**config.mk**
```make
export PLATFORM = sky130hd
export DESIGN_NAME = load_extract
export DESIGN_NICKNAME = d
export VERILOG_FILES = /design/src/rtl/rv32_pkg.sv /design/src/rtl/load_extract.sv
export SDC_FILE = /design/constraint.sdc
export NUM_CORES = 1
export LEC_CHECK = 0
export ABC_AREA = 1
export BUFFER_PORTS_ARGS = -buffer_cell sky130_fd_sc_hd__buf_2
export CORE_MARGIN = 3
export CORE_UTILIZATION = 45
export DETAILED_ROUTE_END_ITERATION = 7
export PLACE_DENSITY = 0.91
export SETUP_SLACK_MARGIN = 0.3
export SLEW_MARGIN = 5
export SYNTH_ARGS = -nofsm -noshare
export SYNTH_HDL_FRONTEND = slang
export SYNTH_SLANG_ARGS = --single-unit
```
**constraint.sdc**
```tcl
create_clock -name vclk -period 2.2
set_input_delay 0.33 -clock vclk [all_inputs]
set_output_delay 0.33 -clock vclk [all_outputs]
set_load 0.05 [all_outputs]
```
**src/rtl/rv32_pkg.sv**
```systemverilog
// Shared RV32 encodings: XLEN and the load funct3 (dm_select) values.
package rv32_pkg;

   localparam int XLEN = 32;

   localparam logic [2:0] LB  = 3'd0;
   localparam logic [2:0] LH  = 3'd1;
   localparam logic [2:0] LW  = 3'd2;
   localparam logic [2:0] LBU = 3'd4;
   localparam logic [2:0] LHU = 3'd5;

endpackage

```
**src/rtl/load_extract.sv**
```systemverilog
// MEM/WB load formatter: byte/half/word extraction with sign/zero extension.
// Misalignment detection and sticky status flag exist only with LOADBLOCK_MISALIGN_CHECK_EN.
module load_extract
   import rv32_pkg::*;
(
   input  logic            clk,
   input  logic            nrst,
   input  logic [XLEN-1:0] data,
   input  logic [1:0]      byte_offset,
   input  logic [2:0]      dm_select,
   input  logic            load_valid,
   input  logic            misaligned_clr,
   output logic [XLEN-1:0] loaddata,
   output logic            misaligned,
   output logic            misaligned_q
);

   logic [XLEN-1:0] byte_shift;
   logic [7:0]      byte_sel;
   logic [15:0]     half_sel;

   assign byte_shift = data >> {byte_offset, 3'b000};
   assign byte_sel   = byte_shift[7:0];
   // Halfword select deliberately ignores offset bit 0.
   assign half_sel   = byte_offset[1] ? data[31:16] : data[15:0];

   always_comb begin
      loaddata = '0;
      case (dm_select)
         LB:      loaddata = {{24{byte_sel[7]}}, byte_sel};
         LBU:     loaddata = {24'h0, byte_sel};
         LH:      loaddata = {{16{half_sel[15]}}, half_sel};
         LHU:     loaddata = {16'h0, half_sel};
         LW:      loaddata = data;
         default: loaddata = '0;
      endcase
   end

`ifdef LOADBLOCK_MISALIGN_CHECK_EN
   logic flag_q;
   logic flag_d;

   always_comb begin
      misaligned = 1'b0;
      case (dm_select)
         LH, LHU: misaligned = byte_offset[0];
         LW:      misaligned = (byte_offset != 2'b00);
         default: misaligned = 1'b0;
      endcase
   end

   // Acknowledge from the trap handler takes priority over a new event.
   always_comb begin
      flag_d = flag_q;
      if (misaligned_clr)
         flag_d = 1'b0;
      else if (load_valid && misaligned)
         flag_d = 1'b1;
   end

   always_ff @(posedge clk or negedge nrst) begin
      if (!nrst)
         flag_q <= 1'b0;
      else
         flag_q <= flag_d;
   end

   assign misaligned_q = flag_q;
`else
   logic unused_status_inputs;
   assign unused_status_inputs = &{1'b0, clk, nrst, load_valid, misaligned_clr};
   assign misaligned   = 1'b0;
   assign misaligned_q = 1'b0;
`endif

endmodule

```
==> results of run 1 <==
cell families (layout without fill, tap and decap cells):
family / Yosys count / count (layout)
and+or+nand+nor: 165 / 167
buffers and inverters: 46 / 107
other: 1 / 2
AOI/OAI and AO/OA: 7 / 7
per-stage QoR:
step | instances | hold slack, ns | instance area [um^2] | total power [mW]
floorplan | 220 | 1.03 | 950 | 0.318
global placement | 304 | 1.09 | 1250 | 0.412
detailed placement | 304 | 1.09 | 1250 | 0.417
CTS | 307 | 1.09 | 1350 | 0.449
global route | 308 | 1.12 | 1390 | 0.496
finish | 308 | 1.10 | 1390 | 0.467
final timing paths:
kind | startpoint | endpoint | slack (ns) | cells past startpoint
worst max-delay path | dm_select[0] | loaddata[4] | 0.35 | 7
worst min-delay path | data[1] | loaddata[1] | 1.10 | 4
cell usage after synthesis:
cell,n
buf_6,4
inv_1,33
buf_2,3
a21oi_1,1
nand2_2,1
conb_1,1
nand2_1,101
nor2_4,2
nor2_1,34
buf_4,4
inv_2,1
nand3_2,2
o21ai_0,6
nor3_1,1
clkbuf_1,1
nand3_1,23
nor3_2,1
per-layer routing:
layer  vias up  wire length (um)  track usage, %
met4         0               114            5.24
li1        783                 -               -
met3        15               430            2.58
met2       107              1970            48.1
met1       698              1380            29.9
met5         -                 0               0
cell usage in the layout, fill, tap and decap left out:
| master | count |
|---|---|
| nand2_2 | 1 |
| nor2_1 | 34 |
| a21oi_2 | 1 |
| inv_1 | 32 |
| nand3_2 | 3 |
| nand3_1 | 22 |
| buf_4 | 28 |
| o21ai_0 | 6 |
| nand3_4 | 2 |
| conb_1 | 2 |
| nand2_1 | 100 |
| inv_4 | 1 |
| nor3_4 | 1 |
| nor3_2 | 1 |
| buf_2 | 44 |
| nand2_4 | 1 |
| clkinvlp_4 | 1 |
| nor2_4 | 2 |
| clkbuf_4 | 1 |
tightest hold or removal path, stage by stage:
cell,delay (ns)
buf_2,0.10
nand2_1,0.05
nand3_1,0.07
buf_2,0.21
power by group through the flow:
| stage | clock network [mW] | logic [mW] | registers (mW) |
|---|---|---|---|
| floorplan | 0 | 0.318 | 0 |
| global placement | 0 | 0.412 | 0 |
| detailed placement | 0 | 0.417 | 0 |
| CTS | 0 | 0.449 | 0 |
| global route | 0 | 0.496 | 0 |
| finish | 0 | 0.467 | 0 |
repair_timing:
item / in CTS / in global routing
pin swaps: 1 / 1
buffers inserted: 2 / 0
hold buffers: 0 / 0
endpoints found under the hold margin: 0 / 0
gates resized for setup: 27 / 8
setup endpoints to repair: 24 / 30
gates cloned: 1 / 1
area by class of cell:
| class | instances | area [um^2] | share of cell area (%) |
|---|---|---|---|
| multi-input cells | 176 | 791 | 56.7 |
| inverters | 34 | 134 | 9.60 |
| repair buffers | 73 | 438 | 31.4 |
| well taps | 25 | 31.3 | 2.24 |
==> flow_summary_export.csv, run 1 <==
group,metric,value,unit
outcome,outcome,"finished clean",
global_route,antenna_found_initial,0,
critical_path,critPathBufInv,3,
logic_synthesis,ys_seq_area_share,0,%
logic_synthesis,yosys.area_share.xor_xnor,0,%
critical_path,cp_data_arrival_time,1.52,ns
logic_synthesis,synthMuxAreaShare,0,%
finish,layout-drive-gt1-share,30.7,%
detailed_routing,ant_nets,0,
critical_path,cp_max_fo,17,
detailed_routing,wl,3900,um
critical_path,cp-start-kind,"input pin",
global_route,grt_pass1_vias,1304,
sta,slew_violations,0,
sta,finalHoldViolations,0,
logic_synthesis,synth_top_area_share,40.1,%
critical_path,cp.required,1.87,ns
finish,num-nets-final,326,
sta,fin_crit_sh,83.9,%
die,die_w,51.8,um
placed_design,gp_congestion,0.931,
sta,setup_violations,0,
critical_path,crit_chain,"buf_2, nor2_1, nand2_4, clkinvlp_4, nand2_1, nand3_1, buf_2",
detailed_routing,vias,1603,
sta,timing.final.ws_setup,0.354,ns
logic_synthesis,yosys-top-cells-area,"nand2_1, nor2_1, inv_1",
logic_synthesis,synthSimpleGateAreaFrac,72.5,%
pwr,internal-power,128,uW
pwr,p_leak,0.982,nW
detailed_routing,drt_first_pass_iters,5,
die,std_cell_rows,15,
global_route,grt_start_max_net_pins,18,
finish,seq_cell_count,0,
pwr,switching_power,338,uW
global_route,grt_pass1_wl,5460,um
placed_design,post-place-ws,0.0996,ns
hold_path,hold_class,"input pin to output pin",
pwr,p_seq_share,0,%
critical_path,endpoint_kind,"output pin",
finish,n_antenna_cell,0,
pwr,ir_worst_vdd,208,uV
pwr,combPwrFrac,100.0,%
pwr,clkPwrFrac,0,%
sta,post-route-min-period,1.85,ns
die,chipHeight,51.8,um
die,design.core.area,1860,um^2
logic_synthesis,synth_top_family_by_area,"simple AND/OR/NAND/NOR gates",
detailed_routing,avgViaCountPerCell,5.20,
finish,ff_latch_area,0,um^2
logic_synthesis,yosysTopAreaCell,"nand2_1",
critical_path,path_class,"input pin to output pin",
placed_design,place_hpwl,2500,um
critical_path,crit_top_cell,"buf_2",
die,start_util,50.9,%
logic_synthesis,synthAdderAreaFrac,0,%
finish,fill_cells,147,
detailed_routing,drtIter0Drc,115,
logic_synthesis,synth_area,946,um^2
detailed_routing,wl_per_cell,12.7,um
sta,rsz0062_at_grt,"true",
critical_path,critPathTopFamily,"buffers and inverters",
logic_synthesis,synth.avg_cell_area,4.32,um^2
global_route,track_usage,25.3,%
pwr,switching_share,72.5,%
logic_synthesis,synth_compound_area_share,3.70,%
logic_synthesis,synthCells,219,
critical_path,slowest_delay,0.27,ns
die,dieArea,2690,um^2
critical_path,crit_path_top_delay_cell,"buf_2",
global_route,grt_overflow,0,
placed_design,portBuffers,69,
pwr,powerDensity,335,nW/um^2
finish,clock_buffers,0,
sta,fin_tns_setup,0,ns
logic_synthesis,yosysWarnings,0,
finish,fin_util,75.0,%
die,pin_count,75,
finish,area_growth,47.4,%
job,drv_cap,0,
detailed_routing,drc,0,
logic_synthesis,yosysUniqueCellTypes,17,
sta,fmax,0.542,GHz
No activity file was read; power rests on OpenSTA's default activity.
==> inputs of run 2 (changes only) <==
--- a/config.mk
+++ b/config.mk
@@ -5,12 +5,12 @@
 export SDC_FILE = /design/constraint.sdc
 export NUM_CORES = 1
 export LEC_CHECK = 0
-export ABC_AREA = 1
+export ABC_AREA = 0
 export BUFFER_PORTS_ARGS = -buffer_cell sky130_fd_sc_hd__buf_2
 export CORE_MARGIN = 3
-export CORE_UTILIZATION = 45
+export CORE_UTILIZATION = 36
 export DETAILED_ROUTE_END_ITERATION = 7
-export PLACE_DENSITY = 0.91
+export PLACE_DENSITY = 0.82
 export SETUP_SLACK_MARGIN = 0.3
 export SLEW_MARGIN = 5
 export SYNTH_ARGS = -nofsm -noshare
==> constraint.sdc (replaced) <==
create_clock -name vclk -period 1.54
set_input_delay 0.231 -clock vclk [all_inputs]
set_output_delay 0.231 -clock vclk [all_outputs]
set_load 0.05 [all_outputs]
==> flow_summary_export.csv, run 2 <==
group,metric,value,unit
hold_path,hold_class,"input pin to output pin",
logic_synthesis,yosysWarnings,0,
finish,n_antenna_cell,0,
placed_design,portBuffers,69,
sta,post-route-min-period,1.62,ns
hold_path,min-delay-start,"data[5]",
critical_path,cp.required,1.31,ns
die,start_util,40.4,%
die,chipHeight,54.3,um
critical_path,critPathTopFamily,"buffers and inverters",
finish,final_common_cell,"buf_4",
outcome,violations,"negative setup slack",
placed_design,placedCellCount,218,
pwr,power,905,uW
critical_path,endpoint_kind,"output pin",
critical_path,crit_start,"byte_offset[0]",
detailed_routing,wl,5130,um
logic_synthesis,netlist_top_cells_count,"nand3_1, o211ai_1, nand2_1",
die,dieArea,2950,um^2
logic_synthesis,synth_area,841,um^2
logic_synthesis,synthCells,114,
critical_path,cp-start-kind,"input pin",
global_route,grt_pass1_wl,7120,um
detailed_routing,wl_per_cell,22.4,um
global_route,grt_overflow,0,
finish,fill_cells,100,
placed_design,gp_congestion,0.886,
die,pin_count,75,
pwr,clkPwrFrac,0,%
finish,final_cells,229,
critical_path,cp_max_fo,7,
finish,area_growth,117,%
pwr,internal-power,363,uW
logic_synthesis,yosys-top-cells-area,"o211ai_1, nand3_1, mux2_2",
finish,clock_buffers,0,
finish,ff_latch_area,0,um^2
finish,multi_input_area,961,um^2
detailed_routing,ant_nets,0,
global_route,track_usage,32.6,%
critical_path,cp.depth,6,
critical_path,slowest_delay,0.32,ns
pwr,ir_worst_vdd,387,uV
die,die_w,54.3,um
logic_synthesis,synth.avg_cell_area,7.38,um^2
pwr,combPwrFrac,100.0,%
detailed_routing,drt_first_pass_iters,5,
critical_path,path_class,"input pin to output pin",
global_route,grt_pass1_vias,1447,
logic_synthesis,ys_seq_area_share,0,%
finish,final_cell_mix,"buf_4, buf_2, buf_6",
sta,fin_crit_sh,105,%
critical_path,setup.worst_path.end,"loaddata[27]",
pwr,p_seq_share,0,%
sta,rsz0062_at_grt,"true",
sta,setup_violations,28,
finish,layout-drive-gt1-share,75.2,%
logic_synthesis,yosysMostFrequentCell,"nand3_1",
sta,finalHoldViolations,0,
sta,slew_violations,0,
pwr,powerDensity,497,nW/um^2
global_route,grt_start_max_net_pins,16,
finish,num-nets-final,245,
logic_synthesis,synth_top_area_share,14.3,%
pwr,switching_share,59.9,%
sta,timing.final.ws_setup,-0.0842,ns
pwr,p_leak,0.853,nW
placed_design,place_hpwl,2940,um
detailed_routing,vias,1509,
critical_path,crit_chain,"buf_8, mux2_4, a22oi_4, buf_12, o211ai_1, buf_4",
die,design.core.area,2080,um^2
critical_path,crit_path_top_delay_cell,"mux2_4",
finish,seq_cell_count,0,
pwr,switching_power,542,uW
critical_path,critPathBufInv,3,
outcome,outcome,"finished, violations left",
finish,fin_util,87.6,%
sta,fmax,0.616,GHz
logic_synthesis,yosysTopAreaCell,"o211ai_1",
detailed_routing,avgViaCountPerCell,6.59,
job,drv_cap,0,
logic_synthesis,yosysUniqueCellTypes,36,
global_route,antenna_found_initial,0,
detailed_routing,drtIter0Drc,104,
cts,hold_buffers,0,
critical_path,cp_data_arrival_time,1.39,ns
die,std_cell_rows,16,
detailed_routing,drc,0,
run 2: cell count changes after synthesis, moves of 3 or more:
cell / before / now
o211ai_1: 0 / 16
o221ai_1: 0 / 4
mux2i_1: 0 / 4
a221o_1: 0 / 5
mux2_2: 0 / 5
nand2_1: 101 / 7
o21ai_1: 0 / 3
nor2b_1: 0 / 4
o21ai_0: 6 / 2
nor2_1: 34 / 6
nand3_1: 23 / 18
inv_1: 33 / 1
buf_2: 3 / 6
a22oi_1: 0 / 4
run 2: power by group through the flow:
stage | combinational [mW] | clock (mW) | sequential, mW
final | 0.905 | 0 | 0
after global routing | 0.935 | 0 | 0
after CTS | 0.845 | 0 | 0
after detailed placement | 0.664 | 0 | 0
after global placement | 0.649 | 0 | 0
after floorplan | 0.502 | 0 | 0
run 2: how the worst min path moves through the flow:
| stage | cells past startpoint | to | slack [ns] |
|---|---|---|---|
| 6_report | 3 | loaddata[5] | 0.83 |
| 4_1_cts | 3 | loaddata[2] | 0.83 |
| 3_5_place_dp | 4 | loaddata[11] | 0.92 |
| 5_1_grt | 3 | loaddata[5] | 0.84 |
| 3_3_place_gp | 4 | loaddata[10] | 0.91 |
| 2_1_floorplan | 2 | loaddata[6] | 0.73 |
run 2: final cells by class:
class / count / share of cell area [%]
Inverter: 1 / 0.206
Timing Repair Buffer: 101 / 45.2
Multi-Input combinational cell: 100 / 52.7
Tap cell: 27 / 1.85
run 2: logic make-up (layout without fill, tap and decap cells):
kind of cell	Yosys count	in the layout	share of synthesized area [%]
other cells	1	2	0.446
simple gates	45	45	29.8
mux	12	12	19.0
buf+inv	16	102	12.5
compound gates	40	41	38.2
run 2: repair_timing:
action	CTS	global route
setup endpoints to repair	32	32
resized for setup	97	13
setup buffers	6	4
pin swaps	22	13
gates cloned	1	0
run 2: routing by layer:
layer / wire length [um] / share of wire (%) / GRT usage [%]
met5: 0 / 0 / 0
met1: 1930 / 38 / 41.4
met3: 600 / 12 / 5.72
met4: 188 / 3.7 / 13.3
met2: 2410 / 47 / 53.8
run 2: through the flow:
step	cell area [um^2]	hold slack, ns	setup TNS (ns)	worst slack (ns)
after global routing	1820	0.842	-2.32	-0.121
after detailed placement	1330	0.915	-9.63	-0.376
after CTS	1730	0.829	-0.298	-0.0659
after floorplan	952	0.728	-7.63	-0.326
final	1820	0.834	-1.40	-0.0842
after global placement	1330	0.906	-7.79	-0.292
run 2: worst min-delay path: stages:
cell     delay (ns)
buf_2          0.08
a221o_2        0.15
buf_6          0.15
